===== config.mk =====
export PLATFORM = sky130hd
export DESIGN_NAME = dmem_lsu_flat
export DESIGN_NICKNAME = d
export VERILOG_FILES = /design/src/rtl/dmem_lsu_if.sv /design/src/rtl/dmem_lsu.sv /design/src/flat_wrapper.sv
export SDC_FILE = /design/constraint.sdc
export NUM_CORES = 1
export LEC_CHECK = 0
export ABC_AREA = 1
export CAP_MARGIN = 20
export CORE_MARGIN = 1
export CORE_UTILIZATION = 46
export DETAILED_ROUTE_END_ITERATION = 12
export GPL_ROUTABILITY_DRIVEN = 0
export PLACE_DENSITY = 0.81
export SETUP_SLACK_MARGIN = 0.3
export SKIP_LAST_GASP = 1
export SYNTH_ARGS = -nofsm -noshare
export SYNTH_HDL_FRONTEND = slang
export SYNTH_SLANG_ARGS = --single-unit

===== constraint.sdc =====
create_clock -name clk -period 1.7 [get_ports clk]
set_input_delay 0.34 -clock clk [delete_from_list [all_inputs] [get_ports clk]]
set_output_delay 0.34 -clock clk [all_outputs]
set_load 0.01 [all_outputs]

===== src/rtl/dmem_lsu_if.sv =====
// Data-memory bus between the load/store unit (master) and the memory port (slave).
// One request at a time; reads return on dmRvalid.
interface dmem_lsu_if;
  logic        dmReq;
  logic        dmWe;
  logic [31:0] dmAddr;
  logic [3:0]  dmBe;
  logic [31:0] dmWdata;
  logic        dmGnt;
  logic        dmRvalid;
  logic [31:0] dmRdata;

  modport master (
    output dmReq, dmWe, dmAddr, dmBe, dmWdata,
    input  dmGnt, dmRvalid, dmRdata
  );

  modport slave (
    input  dmReq, dmWe, dmAddr, dmBe, dmWdata,
    output dmGnt, dmRvalid, dmRdata
  );
endinterface


===== src/rtl/dmem_lsu.sv =====
// MEM-stage load/store unit: issues one aligned byte/half/word access at a time,
// stalls the pipeline while waiting, and returns the extended load result in WB.
module dmem_lsu (
  input  logic        clk,
  input  logic        arstn,
  input  logic        memReqMEM,
  input  logic        memWeMEM,
  input  logic [1:0]  memSizeMEM,
  input  logic        memUnsignedMEM,
  input  logic [31:0] memAddrMEM,
  input  logic [31:0] memWdataMEM,
  output logic        stallMEM,
  output logic        misalignedMEM,
  output logic [31:0] dmLoadData,
  output logic        loadValidWB,
  dmem_lsu_if.master  dm
);

  typedef enum logic [1:0] {IDLE, WAIT_GNT, WAIT_RVALID} state_e;

  state_e      state_q, state_d;
  logic [31:0] req_addr_q;
  logic [3:0]  req_be_q;
  logic        req_we_q;
  logic [31:0] req_wdata_q;
  logic [1:0]  req_size_q;
  logic        req_uns_q;
  logic [31:0] load_data_q;
  logic        load_valid_q;

  logic        misaligned;
  logic        accept;
  logic [3:0]  be_in;
  logic [31:0] wdata_in;
  logic [7:0]  byte_lane;
  logic [15:0] half_lane;
  logic [31:0] load_ext;

  always_comb begin
    misaligned = 1'b0;
    be_in      = 4'b1111;
    wdata_in   = memWdataMEM;
    case (memSizeMEM)
      2'b00: begin
        be_in    = 4'b0001 << memAddrMEM[1:0];
        wdata_in = {4{memWdataMEM[7:0]}};
      end
      2'b01: begin
        misaligned = memAddrMEM[0];
        be_in      = memAddrMEM[1] ? 4'b1100 : 4'b0011;
        wdata_in   = {2{memWdataMEM[15:0]}};
      end
      2'b10:   misaligned = |memAddrMEM[1:0];
      default: misaligned = 1'b1;
    endcase
  end

  assign accept = (state_q == IDLE) && memReqMEM && !misaligned;

  // Lane selection uses the latched offset: the MEM inputs may have moved on by now.
  always_comb begin
    byte_lane = dm.dmRdata[8*req_addr_q[1:0] +: 8];
    half_lane = req_addr_q[1] ? dm.dmRdata[31:16] : dm.dmRdata[15:0];
    case (req_size_q)
      2'b00:   load_ext = {{24{byte_lane[7] & ~req_uns_q}}, byte_lane};
      2'b01:   load_ext = {{16{half_lane[15] & ~req_uns_q}}, half_lane};
      default: load_ext = dm.dmRdata;
    endcase
  end

  always_ff @(posedge clk or negedge arstn) begin
    if (!arstn) begin
      state_q <= IDLE;
    end else begin
      state_q <= state_d;
    end
  end

  always_comb begin
    state_d = state_q;
    case (state_q)
      IDLE: begin
        if (accept) begin
          if (!dm.dmGnt)     state_d = WAIT_GNT;
          else if (!memWeMEM) state_d = WAIT_RVALID;
        end
      end
      WAIT_GNT: begin
        if (dm.dmGnt) state_d = req_we_q ? IDLE : WAIT_RVALID;
      end
      WAIT_RVALID: begin
        if (dm.dmRvalid) state_d = IDLE;
      end
      default: state_d = IDLE;
    endcase
  end

  // The request is visible in its first cycle straight from the MEM inputs;
  // arstn gating keeps the bus quiet while reset is held.
  always_comb begin
    dm.dmReq      = 1'b0;
    dm.dmWe       = 1'b0;
    dm.dmAddr     = 32'h0;
    dm.dmBe       = 4'b0000;
    dm.dmWdata    = 32'h0;
    stallMEM      = 1'b0;
    misalignedMEM = 1'b0;
    if (arstn) begin
      case (state_q)
        IDLE: begin
          if (memReqMEM && misaligned) begin
            misalignedMEM = 1'b1;
          end else if (memReqMEM) begin
            dm.dmReq   = 1'b1;
            dm.dmWe    = memWeMEM;
            dm.dmAddr  = {memAddrMEM[31:2], 2'b00};
            dm.dmBe    = be_in;
            dm.dmWdata = wdata_in;
            stallMEM   = !(dm.dmGnt && memWeMEM);
          end
        end
        WAIT_GNT: begin
          dm.dmReq   = 1'b1;
          dm.dmWe    = req_we_q;
          dm.dmAddr  = {req_addr_q[31:2], 2'b00};
          dm.dmBe    = req_be_q;
          dm.dmWdata = req_wdata_q;
          stallMEM   = !(dm.dmGnt && req_we_q);
        end
        WAIT_RVALID: stallMEM = !dm.dmRvalid;
        default: ;
      endcase
    end
  end

  always_ff @(posedge clk or negedge arstn) begin
    if (!arstn) begin
      req_addr_q   <= 32'h0;
      req_be_q     <= 4'b0000;
      req_we_q     <= 1'b0;
      req_wdata_q  <= 32'h0;
      req_size_q   <= 2'b00;
      req_uns_q    <= 1'b0;
      load_data_q  <= 32'h0;
      load_valid_q <= 1'b0;
    end else begin
      if (accept) begin
        req_addr_q  <= memAddrMEM;
        req_be_q    <= be_in;
        req_we_q    <= memWeMEM;
        req_wdata_q <= wdata_in;
        req_size_q  <= memSizeMEM;
        req_uns_q   <= memUnsignedMEM;
      end
      load_valid_q <= (state_q == WAIT_RVALID) && dm.dmRvalid;
      if ((state_q == WAIT_RVALID) && dm.dmRvalid) begin
        load_data_q <= load_ext;
      end
    end
  end

  assign dmLoadData  = load_data_q;
  assign loadValidWB = load_valid_q;

endmodule


===== src/flat_wrapper.sv =====
// flat-port wrapper written by rule: the top's interface ports become plain ports
module dmem_lsu_flat 
  (clk, arstn, memReqMEM, memWeMEM, memSizeMEM, memUnsignedMEM, memAddrMEM, memWdataMEM, stallMEM, misalignedMEM, dmLoadData, loadValidWB, dm_dmReq, dm_dmWe, dm_dmAddr, dm_dmBe, dm_dmWdata, dm_dmGnt, dm_dmRvalid, dm_dmRdata);
  dmem_lsu_if dm_i ();
  input  logic clk;
  input  logic arstn;
  input  logic memReqMEM;
  input  logic memWeMEM;
  input  logic [1:0] memSizeMEM;
  input  logic memUnsignedMEM;
  input  logic [31:0] memAddrMEM;
  input  logic [31:0] memWdataMEM;
  output logic stallMEM;
  output logic misalignedMEM;
  output logic [31:0] dmLoadData;
  output logic loadValidWB;
  output wire logic [$bits(dm_i.dmReq)-1:0] dm_dmReq;
  output wire logic [$bits(dm_i.dmWe)-1:0] dm_dmWe;
  output wire logic [$bits(dm_i.dmAddr)-1:0] dm_dmAddr;
  output wire logic [$bits(dm_i.dmBe)-1:0] dm_dmBe;
  output wire logic [$bits(dm_i.dmWdata)-1:0] dm_dmWdata;
  input wire logic [$bits(dm_i.dmGnt)-1:0] dm_dmGnt;
  input wire logic [$bits(dm_i.dmRvalid)-1:0] dm_dmRvalid;
  input wire logic [$bits(dm_i.dmRdata)-1:0] dm_dmRdata;
  assign dm_dmReq = dm_i.dmReq;
  assign dm_dmWe = dm_i.dmWe;
  assign dm_dmAddr = dm_i.dmAddr;
  assign dm_dmBe = dm_i.dmBe;
  assign dm_dmWdata = dm_i.dmWdata;
  assign dm_i.dmGnt = dm_dmGnt;
  assign dm_i.dmRvalid = dm_dmRvalid;
  assign dm_i.dmRdata = dm_dmRdata;
  dmem_lsu u_core (.clk(clk), .arstn(arstn), .memReqMEM(memReqMEM), .memWeMEM(memWeMEM), .memSizeMEM(memSizeMEM), .memUnsignedMEM(memUnsignedMEM), .memAddrMEM(memAddrMEM), .memWdataMEM(memWdataMEM), .stallMEM(stallMEM), .misalignedMEM(misalignedMEM), .dmLoadData(dmLoadData), .loadValidWB(loadValidWB), .dm(dm_i));
endmodule

# Word level (Yosys, flattened, before mapping)
# Cells that the tools add are included.
totals:
  ff_bits: 107
  input_bits: 105
  output_inout_bits: 105
  word_cells: 78
classes:
  n_eq_ne: 9
  shift: 2
  n_mux: 40
  bitwise_logic: 3
  reduce_logical: 15
op_table:
  columns: ["operator", "n"]
  rows:
  - ["32-bit case mux with 2 select lines", 4]
  - ["32-bit 2-to-1 mux", 6]
  - ["32-bit by 6-bit variable part select with 8-bit output", 1]
  - ["16-bit 2-to-1 mux", 1]
  - ["4-bit 2-to-1 mux", 4]
  - ["4-bit case mux with 2 select lines", 2]
  - ["1-bit 2-to-1 mux", 12]
  - ["2-bit 2-to-1 mux", 6]
  - ["2-bit by 1-bit equality test with 1-bit output, second input constant", 3]
  - ["1-bit logical AND", 6]
  - ["2-bit logical NOT", 3]
  - ["1-bit case mux with 3 select lines", 2]
  - ["2-bit case mux with 3 select lines", 1]
  - ["2-bit equality test, second input constant", 2]
  - ["1-bit logical NOT", 4]
  - ["2-bit inequality test, second input constant", 2]
  - ["1-bit case mux with 2 select lines", 2]
  - ["4-bit AND reduction", 1]
  - ["1-bit by 2-bit << shifter with 4-bit output, first input constant", 1]
  - ["3-bit inequality test, second input constant", 1]
  - ["1-bit AND", 2]
  - ["2-bit by 1-bit inequality test with 1-bit output, second input constant", 1]
  - ["2-bit OR reduction", 1]
  - ["1-bit NOT", 1]

# Depth between registers and ports, before layout
# Gate-level depths: netlist (run 1).
logic_depth:
  depth_word: 6
  ltp_mapped: 10
  ltp_nobuf: 9

# Worst setup path before layout (run 1)
# No wires, ideal clock.
synth_timing:
  path_kind: "register to output"
  start: "register u_core.state_q[1]"
  end: "output dm_dmAddr[2]"
  arrival_time_ns: 1.366
  required_ns: 1.360
  slack_ns: -0.006
  path_stages_with_launch: 9
  n_path_buf: 1
  cell_sequence: "dfrtp_1 -> inv_2 -> nand2_1 -> nor2_1 -> inv_1 -> nor2_4 -> buf_2 -> nand2_1 -> a21oi_1"
synth_between:
  elab_chain_len: 3
  elab_cells_between_ends: 4
  cone_classes: "eq/ne: 1; mux: 2; reduce/logical: 1"
synth_rtl:
  columns: ["element", "line", "text"]
  rows:
  - ["start, declared", "dmem_lsu.sv:21", "state_e state_q, state_d;"]
  - ["start signal, assigned", "dmem_lsu.sv:75", "state_q <= state_d;"]
  - ["2-bit by 1-bit equality test with 1-bit output or 2-bit logical NOT (tied branches)", "dmem_lsu.sv:109", "case (state_q)"]
  - ["32-bit case mux with 2 select lines *", "dmem_lsu.sv:109", null]
  - ["32-bit 2-to-1 mux *", "dmem_lsu.sv:108", "if (arstn) begin"]
  - ["end, declared", "flat_wrapper.sv:19", "output wire logic [$bits(dm_i.dmAddr)-1:0] dm_dmAddr;"]
# Mark *: on every way between the ends. The rest lies on a longest branch, timed or not.

# Worst setup path in the final report (run 1)
layout_timing:
  start: "register u_core.state_q[0]"
  end: "output dm_dmWdata[31]"
layout_between:
  elab_chain_len: 3
  elab_cells_between_ends: 4
  cone_classes: "eq/ne: 1; mux: 2; reduce/logical: 1"
layout_rtl:
  columns: ["element", "line", "text"]
  rows:
  - ["2-bit by 1-bit equality test with 1-bit output or 2-bit logical NOT (tied branches)", "dmem_lsu.sv:109", null]
  - ["32-bit case mux with 2 select lines *", "dmem_lsu.sv:109", null]
  - ["32-bit 2-to-1 mux *", "dmem_lsu.sv:108", null]
  - ["end, declared", "flat_wrapper.sv:21", "output wire logic [$bits(dm_i.dmWdata)-1:0] dm_dmWdata;"]
# Marked as above.

==> results.sh, run 1 <==
export IMPL_combPwrFrac_pct=54.0
export IMPL_avgSynthCellArea_um2=6.87
export IMPL_reg2reg_to="u_core.req_wdata_q[23]"
export IMPL_cp_num_buf_inv=5
export IMPL_first_global_vias=6613
export IMPL_synth_top_area_share_pct=44.0
export IMPL_rsz0062_at_grt="yes"
export IMPL_io_buffers=207
export IMPL_ys_async_sr_fraction_pct=100
export IMPL_h_tree_depth=3
export IMPL_clk_pin_slew_worst_paths_ns=0.07
export IMPL_ir_drop_uv=758
export IMPL_reg2reg_depth=11
export IMPL_cts_inserted_buffers=9
export IMPL_antenna_found_initial=1
export IMPL_critPathLaunchType="flip-flop"
export IMPL_clock_sinks=107
export IMPL_clock_fmax_ghz=0.443
export IMPL_clockBufferDepth=2
export IMPL_critical_path_max_fanout=9
export IMPL_remaining_drc_errors=0
export IMPL_p_leak_uw=0.00529
export IMPL_regToRegSetupSlack_ns=-0.13
export IMPL_yosys_warnings=0
export IMPL_grt_overflow_total=0
export IMPL_worstSetupPathType="reg2out"
export IMPL_cp_slowest_cell="dfrtp_1"
export IMPL_die_y_um=117
export IMPL_p_sw_uw=6170
export IMPL_violations="setup timing"
export IMPL_max_stage_delay_ns=0.39
export IMPL_worst_slack_ns=-0.556
export IMPL_slew_headroom_pct=59.6
export IMPL_pwr_share_seq_pct=30.3
export IMPL_crit_arrival_ns=1.92
export IMPL_synthCells=887
export IMPL_r2r_start="u_core.state_q[0]"
export IMPL_critical_path_top_delay_family="buffers and inverters"
export IMPL_ys_seq_area_share_pct=44.0
export IMPL_detail_route_antenna_nets=0
export IMPL_min_period_ns=2.26
export IMPL_skew_ns=0.00551
export IMPL_maxSlewViolCount=0
export IMPL_yosys_register_bits=107
export IMPL_grt_pass1_wl_um=32800
export IMPL_p_int_uw=8790
export IMPL_num_rows=41
export IMPL_status="finished, violations left"
export IMPL_required_ns=1.36
export IMPL_initial_core_util_pct=47.7
export IMPL_fp_dieW_um=117
export IMPL_max_cap_viol_count=0
export IMPL_ios=210
export IMPL_via_per_inst=5.49
export IMPL_tritoncts="yes"
export IMPL_root_buffer="clkbuf_16"
export IMPL_yosys_area_top_type="dfrtp_1"
export IMPL_swShare_pct=41.2
export IMPL_synth_edff_count=0
export IMPL_ys_flop_type="dfrtp_1"
export IMPL_die_area_mm2=0.0137
export IMPL_cp_num_cells=10
export IMPL_cp_cell_sequence="inv_2, nand2_4, nor2_4, inv_2, nor2_4, buf_12, clkbuf_16, nand3_4, a21oi_2, buf_2"
export IMPL_synth_area_leaders="dfrtp_1 (44%), nand2_1 (21%), a21oi_1 (8.2%), inv_1 (4.5%), nor2_1 (4.4%)"
export IMPL_synthesis_area_mm2=0.00609
export IMPL_drt_iter0_markers=705
export IMPL_setup_viol=86
export IMPL_track_usage_pct=31.5
export IMPL_hold_viol=0
export IMPL_core_mm2=0.0128
export IMPL_synth_cell_type_count=30
export IMPL_worst_pin_slew_ns=0.606
export IMPL_final_layout_size_suffix_gt1_share_pct=37.5
export IMPL_wire_per_inst_um=18.4
export IMPL_area_growth_pct=75.2
export IMPL_fin_nets=1298
export IMPL_pwr_share_clk_pct=15.7
export IMPL_layout_common_cells="nand2_1 (299), dfrtp_1 (105), clkdlybuf4s50_1 (99)"
export IMPL_antennaDiodeCount=0
export IMPL_power_density_mw_per_mm2=1400
export IMPL_grt_max_degree=66
export IMPL_finalCritPeriodShare_pct=133
export IMPL_power_uw=15000
export IMPL_vias=7527
export IMPL_fin_tns_setup_ns=-35.12
export IMPL_hp_class="in2async"
export IMPL_drtPass1Iterations=6
export IMPL_crit_path_end_kind="output port"
export IMPL_final_common_cell="nand2_1"
export IMPL_clk_latency_ns=0.36
export IMPL_post_dp_hpwl_um=14200
export IMPL_wl_um=25200
[state kept, by name (all words and copies together), names as in the netlist]
register / cells
u_core.dmLoadData: 32
u_core.req_addr_q: 32
u_core.req_wdata_q: 32
u_core.req_be_q: 4
u_core.req_size_q: 2
u_core.state_q: 2
u_core.loadValidWB: 1
u_core.req_uns_q: 1
u_core.req_we_q: 1
[cell type report]
class	count	area, um^2
timing repair buffer	345	3380
clock buffer	10	239
inverter	79	304
clock inverter	6	88.8
sequential	107	2680
tap	172	215
fill	713	2100
multi-input combinational	651	3770
[cell families (layout without fill, tap and decap cells)]
| logic type | after synthesis | after routing | share of synthesized area [%] |
|---|---|---|---|
| other cells | 1 | 2 | 0.0616 |
| buf+inv | 130 | 440 | 8.65 |
| simple gates | 489 | 489 | 32.9 |
| flops | 107 | 107 | 44.0 |
| compound gates | 160 | 160 | 14.4 |
[routing by layer]
| metal | wire length [um] | global-route usage, % |
|---|---|---|
| met5 | 12 | 0 |
| met4 | 1420 | 13.8 |
| met3 | 2400 | 8.55 |
| met2 | 12200 | 53.2 |
| met1 | 9190 | 37.7 |
[power by group through the flow]
stage          combinational (uW)  sequential (uW)  clock, uW
2_1_floorplan                3750             4500          0
3_3_place_gp                 6550             4420          0
3_5_place_dp                 6670             4470          0
4_1_cts                      6690             4440       2330
5_1_grt                      8770             4630       2460
6_report                     8080             4530       2350
[worst reg2reg max path: stages, from the launching register on]
cell       delay (ns)
dfrtp_1          0.39
inv_2            0.09
nand2_4          0.07
nor2_4           0.09
inv_2            0.06
nor2_4           0.12
buf_12           0.19
clkbuf_16        0.18
buf_4            0.11
buf_6            0.11
bufbuf_16        0.26
o21bai_1         0.06
[metrics by stage]
stage	setup slack [ns]	std cells	hold slack [ns]	utilization [%]	area [um^2]
after floorplan	0.0811	888	0.0444	-	6550
after global placement	-1.07	1301	0.461	72.7	9290
after detailed placement	-1.10	1301	0.465	72.7	9290
after CTS	-0.540	1335	0.209	76.3	9750
after global routing	-0.616	1370	0.249	83.5	10700
final	-0.556	1370	0.188	83.5	10700
[worst max-delay path by stage]
stage                      startpoint  slack [ns]             end
floorplan           u_core.state_q[1]        0.08  dm_dmWdata[11]
finish              u_core.state_q[0]       -0.56  dm_dmWdata[31]
global route        u_core.state_q[1]       -0.62  dm_dmWdata[31]
CTS                 u_core.state_q[0]       -0.54   dm_dmWdata[0]
global placement        memSizeMEM[0]       -1.07         dm_dmWe
detailed placement      memSizeMEM[0]       -1.10   dm_dmAddr[29]
[synth_stat cells, types with 7 or more instances]
| cell | count |
|---|---|
| a21oi_1 | 100 |
| buf_2 | 18 |
| clkbuf_1 | 28 |
| dfrtp_1 | 107 |
| inv_1 | 73 |
| nand2_1 | 340 |
| nand3_1 | 36 |
| nor2_1 | 72 |
| o211ai_1 | 7 |
| o21ai_0 | 29 |
| o21bai_1 | 16 |
| or2_2 | 25 |
[repair_timing]
action / 4_1_cts / 5_1_grt
endpoints found under the hold margin: 0 / 0
gates cloned: 7 / 11
hold buffers: 0 / 0
endpoints found under the setup margin: 246 / 186
buffers inserted: 11 / 24
pin swaps: 10 / 45
gates resized for setup: 353 / 174
No activity file was read; power rests on OpenSTA's default activity.
==> run 2, diff against run 1 <==
--- a/config.mk
+++ b/config.mk
@@ -10,7 +10,6 @@
 export CORE_MARGIN = 1
 export CORE_UTILIZATION = 46
 export DETAILED_ROUTE_END_ITERATION = 12
-export GPL_ROUTABILITY_DRIVEN = 0
 export PLACE_DENSITY = 0.81
 export SETUP_SLACK_MARGIN = 0.3
 export SKIP_LAST_GASP = 1
==> run 2 against run 1 <==
The run still ends with setup timing left. Sequential power about the same. Cell count increased by 0.44%. Fmax decreased by 4.2%. Critical path depth increased by 1. Non-clock buffer count increased by 5. Critical path type unchanged. Flip-flop and latch count unchanged. Clock power decreased by 6%.
==> results.sh, run 2 (same netlist as run 1, synthesis figures left out) <==
export IMPL_status="finished, violations left"
export IMPL_violations="setup timing"
export IMPL_dpl_instance_area_mm2=0.00927
export IMPL_multiInputGateArea_mm2=0.00363
export IMPL_remaining_drc_errors=0
export IMPL_track_usage_pct=31.9
export IMPL_cp_num_buf_inv=6
export IMPL_hold_viol=0
export IMPL_slew_headroom_pct=57.5
export IMPL_io_buffers=207
export IMPL_worstSetupPathType="reg2out"
export IMPL_critical_path_top_delay_family="buffers and inverters"
export IMPL_finalCritPeriodShare_pct=139
export IMPL_hp_class="in2async"
export IMPL_drtPass1Iterations=6
export IMPL_cts_inserted_buffers=9
export IMPL_die_y_um=117
export IMPL_wire_per_inst_um=17.8
export IMPL_clock_fmax_ghz=0.425
export IMPL_final_area_mm2=0.0105
export IMPL_skew_ns=0.00873
export IMPL_first_global_vias=6747
export IMPL_layout_common_cells="nand2_1 (290), dfrtp_1 (105), buf_4 (100)"
export IMPL_h_tree_depth=3
export IMPL_wirelength_met1_um=9030
export IMPL_antenna_found_initial=1
export IMPL_power_density_mw_per_mm2=1390
export IMPL_clock_sinks=107
export IMPL_root_buffer="clkbuf_16"
export IMPL_reg2reg_to="u_core.state_q[1]"
export IMPL_seqCellArea_mm2=0.00268
export IMPL_critical_path_max_fanout=8
export IMPL_cp_num_cells=11
export IMPL_area_growth_pct=72.6
export IMPL_cp_slowest_cell="dfrtp_1"
export IMPL_vias=7416
export IMPL_grt_overflow_total=0
export IMPL_detail_route_antenna_nets=0
export IMPL_fillers=736
export IMPL_place_congestion=0.889
export IMPL_crit_arrival_ns=2.02
export IMPL_max_stage_delay_ns=0.40
export IMPL_required_ns=1.36
export IMPL_post_dp_hpwl_um=14200
export IMPL_via_per_inst=5.39
export IMPL_setup_viol=94
export IMPL_power_uw=14700
export IMPL_max_cap_viol_count=0
export IMPL_die_area_mm2=0.0137
export IMPL_dr_wl_met2_um=11900
export IMPL_grt_max_degree=70
export IMPL_p_leak_uw=0.00549
export IMPL_critPathLaunchType="flip-flop"
export IMPL_wl_um=24500
export IMPL_final_layout_size_suffix_gt1_share_pct=37.0
export IMPL_r2r_start="u_core.state_q[0]"
export IMPL_core_mm2=0.0128
export IMPL_initial_core_util_pct=47.7
export IMPL_clk_pin_slew_worst_paths_ns=0.07
export IMPL_ios=210
export IMPL_num_rows=41
export IMPL_clockBufferDepth=2
export IMPL_crit_path_end_kind="output port"
export IMPL_grt_pass1_wl_um=32900
export IMPL_regToRegSetupSlack_ns=-0.08
export IMPL_tritoncts="yes"
export IMPL_fin_nets=1303
export IMPL_ir_drop_uv=1220
export IMPL_cp_cell_sequence="inv_2, nand2_4, nor2_4, inv_2, nor2_4, buf_6, buf_4, buf_12, nand2_4, a21oi_2, buf_4"
export IMPL_dp_slack_ns=-1.09
export IMPL_fp_dieW_um=117
export IMPL_reg2reg_depth=12
export IMPL_rsz0062_at_grt="yes"
export IMPL_worst_pin_slew_ns=0.637
export IMPL_maxSlewViolCount=0
export IMPL_min_period_ns=2.36
export IMPL_clk_latency_ns=0.37
export IMPL_final_common_cell="nand2_1"
export IMPL_met3WireLength_um=2440
export IMPL_top_layer_used="met4"
export IMPL_worst_slack_ns=-0.655
export IMPL_drt_iter0_markers=694
-- run 2: worst max-delay path by stage --
stage                                 start             end  slack (ns)
after floorplan           u_core.state_q[1]  dm_dmWdata[11]        0.08
after global placement        memSizeMEM[0]  dm_dmWdata[29]       -1.09
after detailed placement      memSizeMEM[0]  dm_dmWdata[29]       -1.09
after CTS                 u_core.state_q[0]   dm_dmAddr[18]       -0.58
after global routing      u_core.state_q[0]  dm_dmWdata[26]       -0.74
final                     u_core.state_q[0]      dm_dmBe[0]       -0.66
-- run 2: layout make-up --
cell class	count	share of cell area (%)
tap	172	2.05
antenna	1	0.0238
clock buffer	9	2.14
multi-input combinational	651	34.6
timing repair buffer	350	32.1
clock inverter	7	0.714
inverter	79	2.89
sequential	107	25.5
-- run 2: worst reg2reg max path, delay by kind of cell, from the launching register on --
family	cells	cell delay, ns
buffers and inverters	6	0.79
AND/OR/NAND/NOR	6	0.54
flip-flops	1	0.40
-- run 2: per-stage QoR --
| stage | hold slack (ns) | TNS [ns] | util (%) | std cells |
|---|---|---|---|---|
| after global placement | 0.462 | -100.27 | 72.6 | 1302 |
| after CTS | 0.281 | -34.85 | 76.9 | 1347 |
| after floorplan | 0.0444 | 0 | - | 888 |
| after global routing | 0.259 | -47.97 | 82.3 | 1375 |
| final | 0.205 | -41.91 | 82.3 | 1376 |
| after detailed placement | 0.465 | -101.22 | 72.6 | 1302 |
-- run 2: power breakdown --
group | switching, uW | internal (uW)
Sequential | 739 | 3800
Combinational | 4250 | 3670
Clock | 1040 | 1160
Total | 6030 | 8620
-- run 2: what timing repair did --
action / 4_1_cts / 5_1_grt
setup endpoints to repair: 241 / 247
hold buffers: 0 / 0
setup buffers: 25 / 19
pin swaps: 22 / 21
gates resized for setup: 348 / 154
cloned: 4 / 9
-- run 2: per-layer routing --
metal  global-route usage, %  up-vias
met5                       0        -
met3                    11.1       95
met1                    38.1     3500
met2                    52.3      411
li1                        -     3410
met4                    14.2        0
